$ cat config.mk
export PLATFORM = sky130hd
export DESIGN_NAME = branch_resolve_unit
export DESIGN_NICKNAME = d
export VERILOG_FILES = /design/src/rtl/branch_resolve_unit.sv
export SDC_FILE = /design/constraint.sdc
export NUM_CORES = 1
export LEC_CHECK = 0
export ABC_AREA = 1
export BUFFER_PORTS_ARGS = -buffer_cell sky130_fd_sc_hd__buf_4
export CAP_MARGIN = 5
export CORE_ASPECT_RATIO = 0.75
export CORE_MARGIN = 5
export CORE_UTILIZATION = 60
export CTS_BUF_LIST = sky130_fd_sc_hd__clkbuf_2 sky130_fd_sc_hd__clkbuf_4 sky130_fd_sc_hd__clkbuf_8
export CTS_CLUSTER_DIAMETER = 120
export DETAILED_ROUTE_END_ITERATION = 8
export GPL_TIMING_DRIVEN = 0
export HOLD_SLACK_MARGIN = 0.02
export MAX_ROUTING_LAYER = met4
export PLACE_DENSITY = 0.79
export REMOVE_ABC_BUFFERS = 1
export SLEW_MARGIN = 30
export SYNTH_ARGS = -nofsm -noshare
export SYNTH_HDL_FRONTEND = slang
export SYNTH_SLANG_ARGS = --single-unit
$ cat constraint.sdc
create_clock -name clk -period 9.12 [get_ports clk]
set_input_delay 0.912 -clock clk [delete_from_list [all_inputs] [get_ports clk]]
set_output_delay 0.912 -clock clk [all_outputs]
set_load 0.03 [all_outputs]
$ cat src/rtl/branch_resolve_unit.sv
// Branch resolve unit: in-order queue of fetch predictions, matched against execute outcomes to train the predictor and redirect fetch.
// Optional macro BRU_PERF_CNT_EN adds branch/miss performance counters.
module branch_resolve_unit #(
  parameter int DEPTH = 8,
  parameter int CNT_W = 4
) (
  input  logic             clk,
  input  logic             rst,
  input  logic             pred_valid,
  input  logic [31:0]      pred_pc,
  input  logic             pred_taken,
  input  logic [31:0]      pred_target,
  output logic             pred_ready,
  input  logic             res_valid,
  input  logic             res_taken,
  input  logic [31:0]      res_target,
  output logic             res_ready,
  output logic             update,
  output logic [31:0]      branchPC,
  output logic [31:0]      resultPC,
  output logic             taken,
  output logic             mispredict,
  output logic [31:0]      redirect_pc,
  output logic [CNT_W-1:0] count
`ifdef BRU_PERF_CNT_EN
  ,
  output logic [31:0]      perf_branches,
  output logic [31:0]      perf_misses
`endif
);

  // state    | meaning
  // ST_NORMAL| accept pushes and resolves
  // ST_FLUSH | one-cycle redirect after a miss; queue frozen
  localparam int PTR_W = $clog2(DEPTH);

  typedef enum logic {ST_NORMAL, ST_FLUSH} state_t;

  state_t r_state;
  state_t w_state_nxt;

  logic [31:0]      r_pc     [DEPTH];
  logic [31:0]      r_target [DEPTH];
  logic [DEPTH-1:0] r_taken;
  logic [PTR_W-1:0] r_head;
  logic [PTR_W-1:0] r_tail;
  logic [CNT_W-1:0] r_count;

  logic        r_update;
  logic [31:0] r_branch_pc;
  logic [31:0] r_result_pc;
  logic        r_taken_o;
  logic        r_mispredict;
  logic [31:0] r_redirect_pc;

  logic        w_full;
  logic        w_empty;
  logic        w_push;
  logic        w_pop;
  logic [31:0] w_head_pc;
  logic [31:0] w_head_target;
  logic        w_head_taken;
  logic [31:0] w_actual_pc;
  logic        w_miss;
  logic        w_flush;

  assign w_full        = (r_count == CNT_W'(DEPTH));
  assign w_empty       = (r_count == '0);
  assign pred_ready    = (r_state == ST_NORMAL) && !w_full;
  assign res_ready     = (r_state == ST_NORMAL) && !w_empty;
  assign w_push        = pred_valid && pred_ready;
  assign w_pop         = res_valid && res_ready;
  assign w_head_pc     = r_pc[r_head];
  assign w_head_target = r_target[r_head];
  assign w_head_taken  = r_taken[r_head];
  assign w_actual_pc   = res_taken ? res_target : (w_head_pc + 32'd4);
  // A not-taken branch that was predicted not-taken is a hit whatever the targets say.
  assign w_miss        = (w_head_taken != res_taken) ||
                         (res_taken && (w_head_target != res_target));
  assign w_flush       = w_pop && w_miss;

  always_ff @(posedge clk) begin
    if (rst) r_state <= ST_NORMAL;
    else     r_state <= w_state_nxt;
  end

  always_comb begin
    w_state_nxt = r_state;
    case (r_state)
      ST_NORMAL: if (w_flush) w_state_nxt = ST_FLUSH;
      ST_FLUSH:  w_state_nxt = ST_NORMAL;
      default:   w_state_nxt = ST_NORMAL;
    endcase
  end

  always_ff @(posedge clk) begin
    if (w_push) begin
      r_pc[r_tail]     <= pred_pc;
      r_target[r_tail] <= pred_target;
      r_taken[r_tail]  <= pred_taken;
    end
  end

  // A miss discards everything younger, including a push in the same cycle.
  always_ff @(posedge clk) begin
    if (rst || w_flush) begin
      r_head  <= '0;
      r_tail  <= '0;
      r_count <= '0;
    end else begin
      if (w_push) r_tail <= r_tail + PTR_W'(1);
      if (w_pop)  r_head <= r_head + PTR_W'(1);
      case ({w_push, w_pop})
        2'b10:   r_count <= r_count + CNT_W'(1);
        2'b01:   r_count <= r_count - CNT_W'(1);
        default: r_count <= r_count;
      endcase
    end
  end

  always_ff @(posedge clk) begin
    if (rst) begin
      r_update      <= 1'b0;
      r_branch_pc   <= '0;
      r_result_pc   <= '0;
      r_taken_o     <= 1'b0;
      r_mispredict  <= 1'b0;
      r_redirect_pc <= '0;
    end else begin
      r_update     <= w_pop;
      r_mispredict <= w_flush;
      if (w_pop) begin
        r_branch_pc <= w_head_pc;
        r_result_pc <= w_actual_pc;
        r_taken_o   <= res_taken;
      end
      if (w_flush) r_redirect_pc <= w_actual_pc;
    end
  end

  assign update      = r_update;
  assign branchPC    = r_branch_pc;
  assign resultPC    = r_result_pc;
  assign taken       = r_taken_o;
  assign mispredict  = r_mispredict;
  assign redirect_pc = r_redirect_pc;
  assign count       = r_count;

`ifdef BRU_PERF_CNT_EN
  logic [31:0] r_perf_branches;
  logic [31:0] r_perf_misses;

  always_ff @(posedge clk) begin
    if (rst) begin
      r_perf_branches <= '0;
      r_perf_misses   <= '0;
    end else begin
      if (w_pop)   r_perf_branches <= r_perf_branches + 32'd1;
      if (w_flush) r_perf_misses   <= r_perf_misses + 32'd1;
    end
  end

  assign perf_branches = r_perf_branches;
  assign perf_misses   = r_perf_misses;
`endif

endmodule

[Word level (Yosys, flattened, before mapping)]
Memory sizes are Yosys's and may differ from the RTL's. A register that Yosys moved wholly into a read port is not among the register bits.
Index checks and enable logic that the tools add are counted.
Storage, ports and cells
  register bits: 118
  latch bits: 0
  bits in writable memories: 512
  bits in read-only memories: 0
  input bits: 102
  output and inout bits: 105
  word-level logic and storage cells: 55
  memories kept: 2
Operators by class
  $add $sub $neg: 5
  multipliers: 0
  div/mod/pow operators: 0
  $lt $le $gt $ge: 3
  equality and inequality tests: 5
  shifts and indexed selects: 0
  muxes and demuxes: 15
  bitwise gates (word level): 1
  reduce and logical (&&, ||, !) cells: 13
Memory list
  r_pc: words 8, bits a word 32, rd ports 1, clocked after memory_dff 1, write ports 1, line 42  | logic [31:0] r_pc [DEPTH];
  r_target: words 8, bits a word 32, rd ports 1, clocked after memory_dff 1, write ports 1, line 43  | logic [31:0] r_target [DEPTH];
Operators with widths (number)
  $add 32x3->32 const B: 1
  $mux 32: 1
  $ne 32x32->1: 1
  $mux 3: 4
  $bwmux 8: 1
  $lt 3x4->1 const B: 2
  $pmux 4 s2: 1
  $logic_and 1x1->1: 7
  $add 3x1->3 const B: 2
  $mux 1: 5
  $add 4x1->4 const B: 1
  $eq 4x4->1 const B: 1
  $logic_not 4->1: 1
  $sub 4x1->4 const B: 1
  $bmux 1 s3: 1
  $demux 1 s3: 1
  $ge 3x1->1 const B: 1
  $eq 2x1->1 const B: 1
  $eq 2x2->1 const B: 1
  $logic_not 1->1: 2
  $logic_or 1x1->1: 2
  $pmux 1 s2: 1
  $reduce_bool 2->1: 1
  $ne 1x1->1: 1
  $not 1->1: 1

[Depth between registers and ports, before layout]
Gate-level depths: netlist (run 1).
  word-level depth: 7
  depth in mapped cells: 22
  mapped depth without buffers: 18

[Worst setup path before layout (run 1)]
OpenSTA, ideal clock, no wires.
  kind: register -> register
  from: reg r_count[2], in the netlist count[2]
  to: mem r_pc[1][0], enable pin
  library setup time: 0.488 ns
  arrival time: 4.422 ns
  data required time: 8.632 ns
  path slack: 4.209 ns
  stages on the path, launching flop included: 7
  path buffers: 0
  clock period less this slack: 4.911 ns
  cell sequence: dfxtp_1 > inv_1 > a31oi_1 > nand2_1 > inv_1 > nand2_1 > nor2_1
On the way
  word-level cells in the longest chain between the ends: 6
Ends and longest elaborated chain
  start, declared: line 47  | logic [CNT_W-1:0] r_count;
  start signal, assigned: line 114  | 2'b10: r_count <= r_count + CNT_W'(1);
  start signal, assigned: line 115  | 2'b01: r_count <= r_count - CNT_W'(1);
  start signal, assigned: line 116  | default: r_count <= r_count;
  $eq 4x4->1: line 67  | assign w_full = (r_count == CNT_W'(DEPTH));
  $logic_not 1->1: line 69  | assign pred_ready = (r_state == ST_NORMAL) && !w_full;
  $logic_and 1x1->1: line 69
  net pred_ready: line 13  | output logic pred_ready,
  $logic_and 1x1->1: line 71  | assign w_push = pred_valid && pred_ready;
  $mux 1: line 97  | if (w_push) begin
  $mux 1 (not written as such): line 98  | r_pc[r_tail] <= pred_pc;
  end, declared: line 42
The timed path passes the listed nets, and every way through them passes these cells.

==> metrics.cfg, run 1 <==
[yosys]
netlist.area_leader.share_pct=55.5
yosysMostFrequentCell=nand2_1
syn_inst=3034
synthMuxAreaShare_pct=0.0356
synth_top_family_by_area=simple AND/OR/NAND/NOR gates
synth-edff-count=520
yosysUniqueCellTypes=36
synth-simple-area-share_pct=23.1
synth-seq-area-share_pct=63.5
syn_area_um2=28200
ys.flop_type=edfxtp_1
synth-compound-area-share_pct=4.66
synth_xor_area_share_pct=0.311
syn_area_per_cell_um2=9.28
yosys_warnings=0
synth_seq_cells=633
ys_top_cells_by_area=edfxtp_1, nand2_1, dfxtp_1
yosysTopAreaCell=edfxtp_1
synth_fa_ha_area_share_pct=0.338
synth_common_cells=nand2_1, edfxtp_1, inv_1
synthArstFlopShare_pct=0

[routing]
vias=22341
drc=0
drt-pass1-iter-count=6
first_iter_violations=2692
viasPerCell=5.63
drt_wl_total_mm=80.0
wl_per_cell_um=20.2
final_antenna_net_count=0

[power_and_ir_drop]
seq_power_share_pct=39.3
p_int_mw=5.78
peakVddDrop_uv=173
p_clk_share_pct=25.7
p_sw_mw=3.55
p_leak_nw=14.7
combPwrFrac_pct=35.0
switching_share_pct=38.1
power_density_nw_per_um2=280

[placement]
dpl_cell_area_um2=31300
port_buffers=206
dp.final_hpwl_mm=51.9
place_inst=3778
place.gp.congestion=0.942

[cells_and_area]
drive_gt1_share_pct=13.8
final_cells=3967
layout.nets=3355
area_delta_synth_final_pct=18.3
design_area_um2=33300

[grt]
grt_pass1_wl_mm=121
grt_use_total_pct=31.6
grt_pass1_vias=21594
gr-total-overflow=0
grt_max_degree=105
antenna_found_initial=9

[clocking]
clkSlewWorstSetupHoldPaths_ns=0.07
cts_setup_buffers=0
cts_made_buffers=96
cts_max_level=3
cts.sinks=633
clockRootBuffer=clkbuf_8
cts_buffer_depth=3
cts_resized=0
clk_latency_ns=0.69
cts_tree=built
cts_hold_buf=0

[floorplan]
die-height_um=198
fp.dieW_um=260
die_area_um2=51400
rows=68
ios=207
start_util_pct=60.9
core_um2=46200

[worst_setup_path]
regToRegSetupSlack_ns=4.93
worstPathRequired_ns=9.72
max_stage_delay_ns=0.63
cp_data_arrival_time_ns=4.78
end_kind=flip-flop
worst_r2r_path_depth=15
slowest_stage=o21bai_4
cp_common_cell=nand2_1
worst-path-stages=15
path_buf_inv=4
cp-start-kind=flip-flop
crit_family=simple AND/OR/NAND/NOR gates
crit_path_max_fanout=58
worstPathCellList=buf_12, buf_16, clkinv_4, buf_16, nand2_1, nand2_1, nand2_1, nand2_1, nor2_1, nand2_1, nor2_1, nand3_1, o21bai_4, nand2_2, nor2_1
crit_type=reg2reg

[sta]
fin_crit_sh_pct=45.9
fin_crit_ns=4.19
finalHoldWorstSlack_ns=0.445
rsz0062_at_grt=false
relSlewSlack_pct=40.6
fin_tns_setup_ns=0
setup_viol=0
drv_slew=0
worstMarginPinSlew_ns=0.881
hold_viol=0
clock_skew_ns=0.0290
max_freq_mhz=239

[job]
cap_violations=0

[hold_path]
hold_class=in2reg

[run_status]
status=complete, no violations

[layout by cell type, fill, tap and decap left out, types with 2 or more instances in the layout]
cell,n
inv_1,407
buf_4,206
clkinv_1,9
o21ai_1,19
nand3b_1,12
nand2_2,2
clkbuf_4,43
or2_2,2
o22ai_1,9
buf_16,48
inv_6,2
buf_12,4
dfxtp_1,110
nand2_1,968
o21ai_0,125
ha_1,6
nor2_1,239
clkinv_2,10
nand4_1,7
dfxtp_4,3
o21a_1,4
diode_2,10
a31oi_1,12
nor2_2,2
xor2_1,10
nor2_4,11
o211ai_1,8
inv_8,2
nand3_1,343
o21bai_1,20
a21oi_1,37
edfxtp_1,520
clkinvlp_4,4
clkbuf_8,113
[power groups by stage]
stage / registers, mW / clock network (mW) / logic (mW)
finish: 3.66 / 2.40 / 3.26
global route: 3.69 / 2.55 / 3.55
CTS: 3.66 / 2.41 / 3.21
detailed placement: 3.72 / 0 / 3.19
global placement: 3.90 / 0 / 2.92
floorplan: 4.07 / 0 / 1.63
[per-layer routing]
metal	up-vias	GRT usage (%)	share of wire, %
met2	1392	48.0	46
met3	214	8.65	12
met4	0	11.7	3.6
met1	10447	41.3	39
met5	-	-	0
li1	10288	-	-
[registers in the layout (all words and copies together), names as in the netlist, 3 cells and up, named ones only]
register	cells
branchPC	32
count	4
r_head	3
r_pc	256
r_tail	3
r_taken	8
r_target	256
redirect_pc	32
resultPC	32
[final cells by class]
class | instances | area, µm²
clock inverter | 23 | 114
fill | 3139 | 12900
antenna | 10 | 25.0
multi-input combinational | 1843 | 8060
clock buffer | 156 | 1880
inverter | 413 | 1580
tap | 630 | 788
timing repair buffer | 259 | 2960
sequential | 633 | 17900
[metrics by stage]
stage	setup WS, ns	power (mW)	utilization [%]
detailed placement	5.10	6.90	67.7
CTS	5.05	9.29	72.0
global placement	-10.73	6.82	64.4
global route	4.70	9.79	72.1
finish	4.93	9.33	72.1
floorplan	-1.64	5.69	-
[worst min-delay path by stage]
stage / start / to / slack, ns / cells after the start
floorplan: r_tail[0] / r_tail[0] / 0.54 / 4
global placement: resultPC[3] / resultPC[3] / 0.45 / 2
detailed placement: resultPC[3] / resultPC[3] / 0.46 / 2
CTS: pred_target[9] / r_target[6][9] / 0.41 / 1
global route: pred_pc[18] / r_pc[7][18] / 0.41 / 1
finish: pred_pc[18] / r_pc[6][18] / 0.44 / 1
[cell families after synthesis]
| logic type | after synthesis |
|---|---|
| simple gates | 1588 |
| flops | 633 |
| fa+ha+maj | 7 |
| xor+xnor | 10 |
| buf+inv | 558 |
| compound gates | 237 |
| mux | 1 |
Power figures use the tool's default switching activity.
==> run 2: changes to the inputs <==
ABC_AREA = 0   (was 1)
PLACE_DENSITY = 0.8   (was 0.79)
clock period = 4.1 ns   (was 9.12 ns; I/O delays follow)
==> metrics.cfg, run 2 <==
[cells_and_area]
nFillCells=2448  ; was 3139
area_delta_synth_final_pct=23.1  ; was 18.3%
drive_gt1_share_pct=33.2  ; was 13.8%
top_regs=r_pc: 256 flops, r_target: 256 flops  ; unchanged
layout.nets=1887  ; was 3355
final_common_cell=edfxtp_1  ; was nand2_1
final_cell_mix=edfxtp_1, buf_4, clkbuf_8  ; was nand2_1, edfxtp_1, inv_1

[clocking]
clockRootBuffer=clkbuf_8  ; unchanged
cts_made_buffers=93  ; was 96
cts_tree=built  ; unchanged
clkSlewWorstSetupHoldPaths_ns=0.07  ; about the same
cts_buffer_depth=3  ; unchanged
cts.sinks=633  ; unchanged
cts_max_level=3  ; unchanged
clk_latency_ns=0.66  ; was 0.69 ns

[power_and_ir_drop]
power_density_nw_per_um2=650  ; was 280 nW/µm²
p_sw_mw=6.75  ; was 3.55 mW
seq_power_share_pct=41.0  ; was 39.3%
p_int_mw=13.4  ; was 5.78 mW
p_leak_nw=10.5  ; was 14.7 nW
combPwrFrac_pct=32.6  ; was 35.0%
finalPower_mw=20.1  ; was 9.33 mW
p_clk_share_pct=26.4  ; was 25.7%
switching_share_pct=33.5  ; was 38.1%
peakVddDrop_uv=431  ; was 173 µV

[yosys]
yosysMostFrequentCell=edfxtp_1  ; was nand2_1
synth-edff-count=520  ; unchanged
synth-seq-area-share_pct=71.0  ; was 63.5%
ys.flop_type=edfxtp_1  ; unchanged
yosys_warnings=0  ; unchanged
synth_common_cells=edfxtp_1, dfxtp_1, mux4_2  ; was nand2_1, edfxtp_1, inv_1
netlist.area_leader.share_pct=62.0  ; was 55.5%
synth_seq_cells=633  ; unchanged
syn_area_um2=25200  ; was 28200 µm²
ys_top_cells_by_area=edfxtp_1, mux4_2, dfxtp_1  ; was edfxtp_1, nand2_1, dfxtp_1
yosysUniqueCellTypes=68  ; was 36
syn_area_per_cell_um2=17.8  ; was 9.28 µm²
syn_inst=1415  ; was 3034
synthArstFlopShare_pct=0  ; unchanged
yosysTopAreaCell=edfxtp_1  ; unchanged

[worst_setup_path]
worst-path-stages=12  ; was 15
cp_common_cell=buf_16  ; was nand2_1
worstPathRequired_ns=4.63  ; was 9.72 ns
r2r-end=r_head[2]
max_stage_delay_ns=0.53  ; was 0.63 ns
regToRegSetupSlack_ns=0.23  ; was 4.93 ns
worst_r2r_path_depth=12  ; was 15
crit_type=reg2reg  ; unchanged
crit_family=simple AND/OR/NAND/NOR gates  ; unchanged
slowest_stage=mux4_2  ; was o21bai_4
end_kind=flip-flop  ; unchanged
cp-start-kind=flip-flop  ; unchanged
path_buf_inv=4  ; unchanged
crit_path_max_fanout=35  ; was 58
worstPathCellList=buf_12, buf_16, mux4_2, mux2i_1, xor2_1, nand3_1, nor4_2, and4_2, nor2_4, buf_16, buf_16, nor4_2  ; was buf_12, buf_16, clkinv_4, buf_16, nand2_1, nand2_1, nand2_1, nand2_1, nor2_1, nand2_1, nor2_1, nand3_1, o21bai_4, nand2_2, nor2_1
cp_data_arrival_time_ns=4.40  ; was 4.78 ns

[placement]
port_buffers=206  ; unchanged
place.gp.congestion=0.798  ; was 0.942
dp_slack_ns=-0.741  ; was 5.10 ns
dp.final_hpwl_mm=42.2  ; was 51.9 mm

[run_status]
status=complete, no violations  ; unchanged

[floorplan]
die-height_um=187  ; was 198 µm
fp.dieW_um=247  ; was 260 µm
rows=65  ; was 68
die_area_um2=46200  ; was 51400 µm²
core_um2=41800  ; was 46200 µm²
start_util_pct=60.3  ; was 60.9%
ios=207  ; unchanged

[grt]
grt_pass1_wl_mm=95.8  ; was 121 mm
grt_max_degree=107  ; was 105
grt_use_total_pct=28.6  ; was 31.6%
gr-total-overflow=0  ; unchanged
antenna_found_initial=6  ; was 9
grt_pass1_vias=15405  ; was 21594

[sta]
max_freq_mhz=258  ; was 239 MHz
rsz0062_at_grt=false  ; unchanged
relSlewSlack_pct=35.5  ; was 40.6%
worstMarginPinSlew_ns=0.941  ; was 0.881 ns
fin_crit_sh_pct=94.5  ; was 45.9%
finalHoldWorstSlack_ns=0.154  ; was 0.445 ns
worst_slack_ns=0.227  ; was 4.93 ns
fin_crit_ns=3.87  ; was 4.19 ns
setup_viol=0  ; unchanged
hold_viol=0  ; unchanged
clock_skew_ns=0.0330  ; was 0.0290 ns
fin_tns_setup_ns=0  ; unchanged
drv_slew=0  ; unchanged

[hold_path]
hold_class=in2reg  ; unchanged
whs_path_depth=3  ; was 1
hold_start=res_target[13]  ; was pred_pc[18]
hold_end=resultPC[13]  ; was r_pc[6][18]

[routing]
wl_per_cell_um=26.8  ; was 20.2 µm
viasPerCell=6.24  ; was 5.63
first_iter_violations=1764  ; was 2692
drc=0  ; unchanged
drt_wl_total_mm=65.3  ; was 80.0 mm
drt-pass1-iter-count=7  ; was 6
vias=15182  ; was 22341
final_antenna_net_count=0  ; unchanged

[job]
cap_violations=0  ; unchanged

[run 2: cell families after synthesis]
| family | synth area share, % |
|---|---|
| buffers and inverters | 2.46 |
| xor gates and xnor gates | 1.81 |
| muxes | 14.9 |
| and+or+nand+nor | 4.45 |
| adders and majority gates | 0.377 |
| DFF | 71.0 |
| AOI/OAI and AO/OA | 5.05 |
[run 2: worst reg2reg max path, stage by stage, from the launching register on]
cell	delay (ns)
dfxtp_4	0.39
buf_12	0.23
buf_16	0.27
mux4_2	0.57
mux2i_1	0.18
xor2_1	0.30
nand3_1	0.15
nor4_2	0.41
and4_2	0.40
nor2_4	0.14
buf_16	0.19
buf_16	0.17
nor4_2	0.35
[run 2: power groups by stage]
stage	registers (mW)	clock network (mW)	logic (mW)
after CTS	8.26	5.36	6.50
final	8.26	5.31	6.57
after floorplan	9.46	0	3.07
after detailed placement	8.46	0	6.25
after global routing	8.32	5.69	6.95
after global placement	8.66	0	5.15
[run 2: timing repair]
item | CTS | global route
gates resized for setup | 5 | 3
pin swaps | 1 | 0
hold buffers | 65 | 0
buffers inserted | 7 | 7
setup endpoints to repair | 59 | 16
endpoints found under the hold margin | 520 | 0
[run 2: worst max path at each step]
stage,startpoint,endpoint,slack [ns]
after floorplan,flip-flop,resultPC[30],-3.61
after global placement,flip-flop,redirect_pc[0],-8.04
after detailed placement,flip-flop,flip-flop,-0.74
after CTS,flip-flop,r_head[2],0.03
after global routing,flip-flop,r_head[2],0.005
final,flip-flop,r_head[2],0.23
[run 2: layout make-up]
type	instances	area, µm²	area share (%)
antenna	5	12.5	0.0404
clock buffer	157	1900	6.14
clock inverter	19	97.6	0.315
inverter	11	47.5	0.153
multi-input combinational	690	6810	22.0
sequential	633	17900	57.7
tap	569	712	2.30
timing repair buffer	349	3530	11.4
[run 2: stage by stage]
step           utilization (%)  cells  cell area (µm²)
2_1_floorplan                -   1334            24600
3_3_place_gp              64.3   2109            26900
3_5_place_dp              67.4   2173            28200
4_1_cts                   74.0   2421            30900
5_1_grt                   74.2   2433            31000
6_report                  74.2   2433            31000
[run 2: routing by layer]
metal  global-route usage, %  part of all wire (%)  vias to the layer above
met1                    38.9                    39                     7704
li1                        -                     -                     6420
met2                    43.4                    47                      920
met4                    8.75                   2.9                        0
met3                    7.19                    11                      138
met5                       -                     0                        -
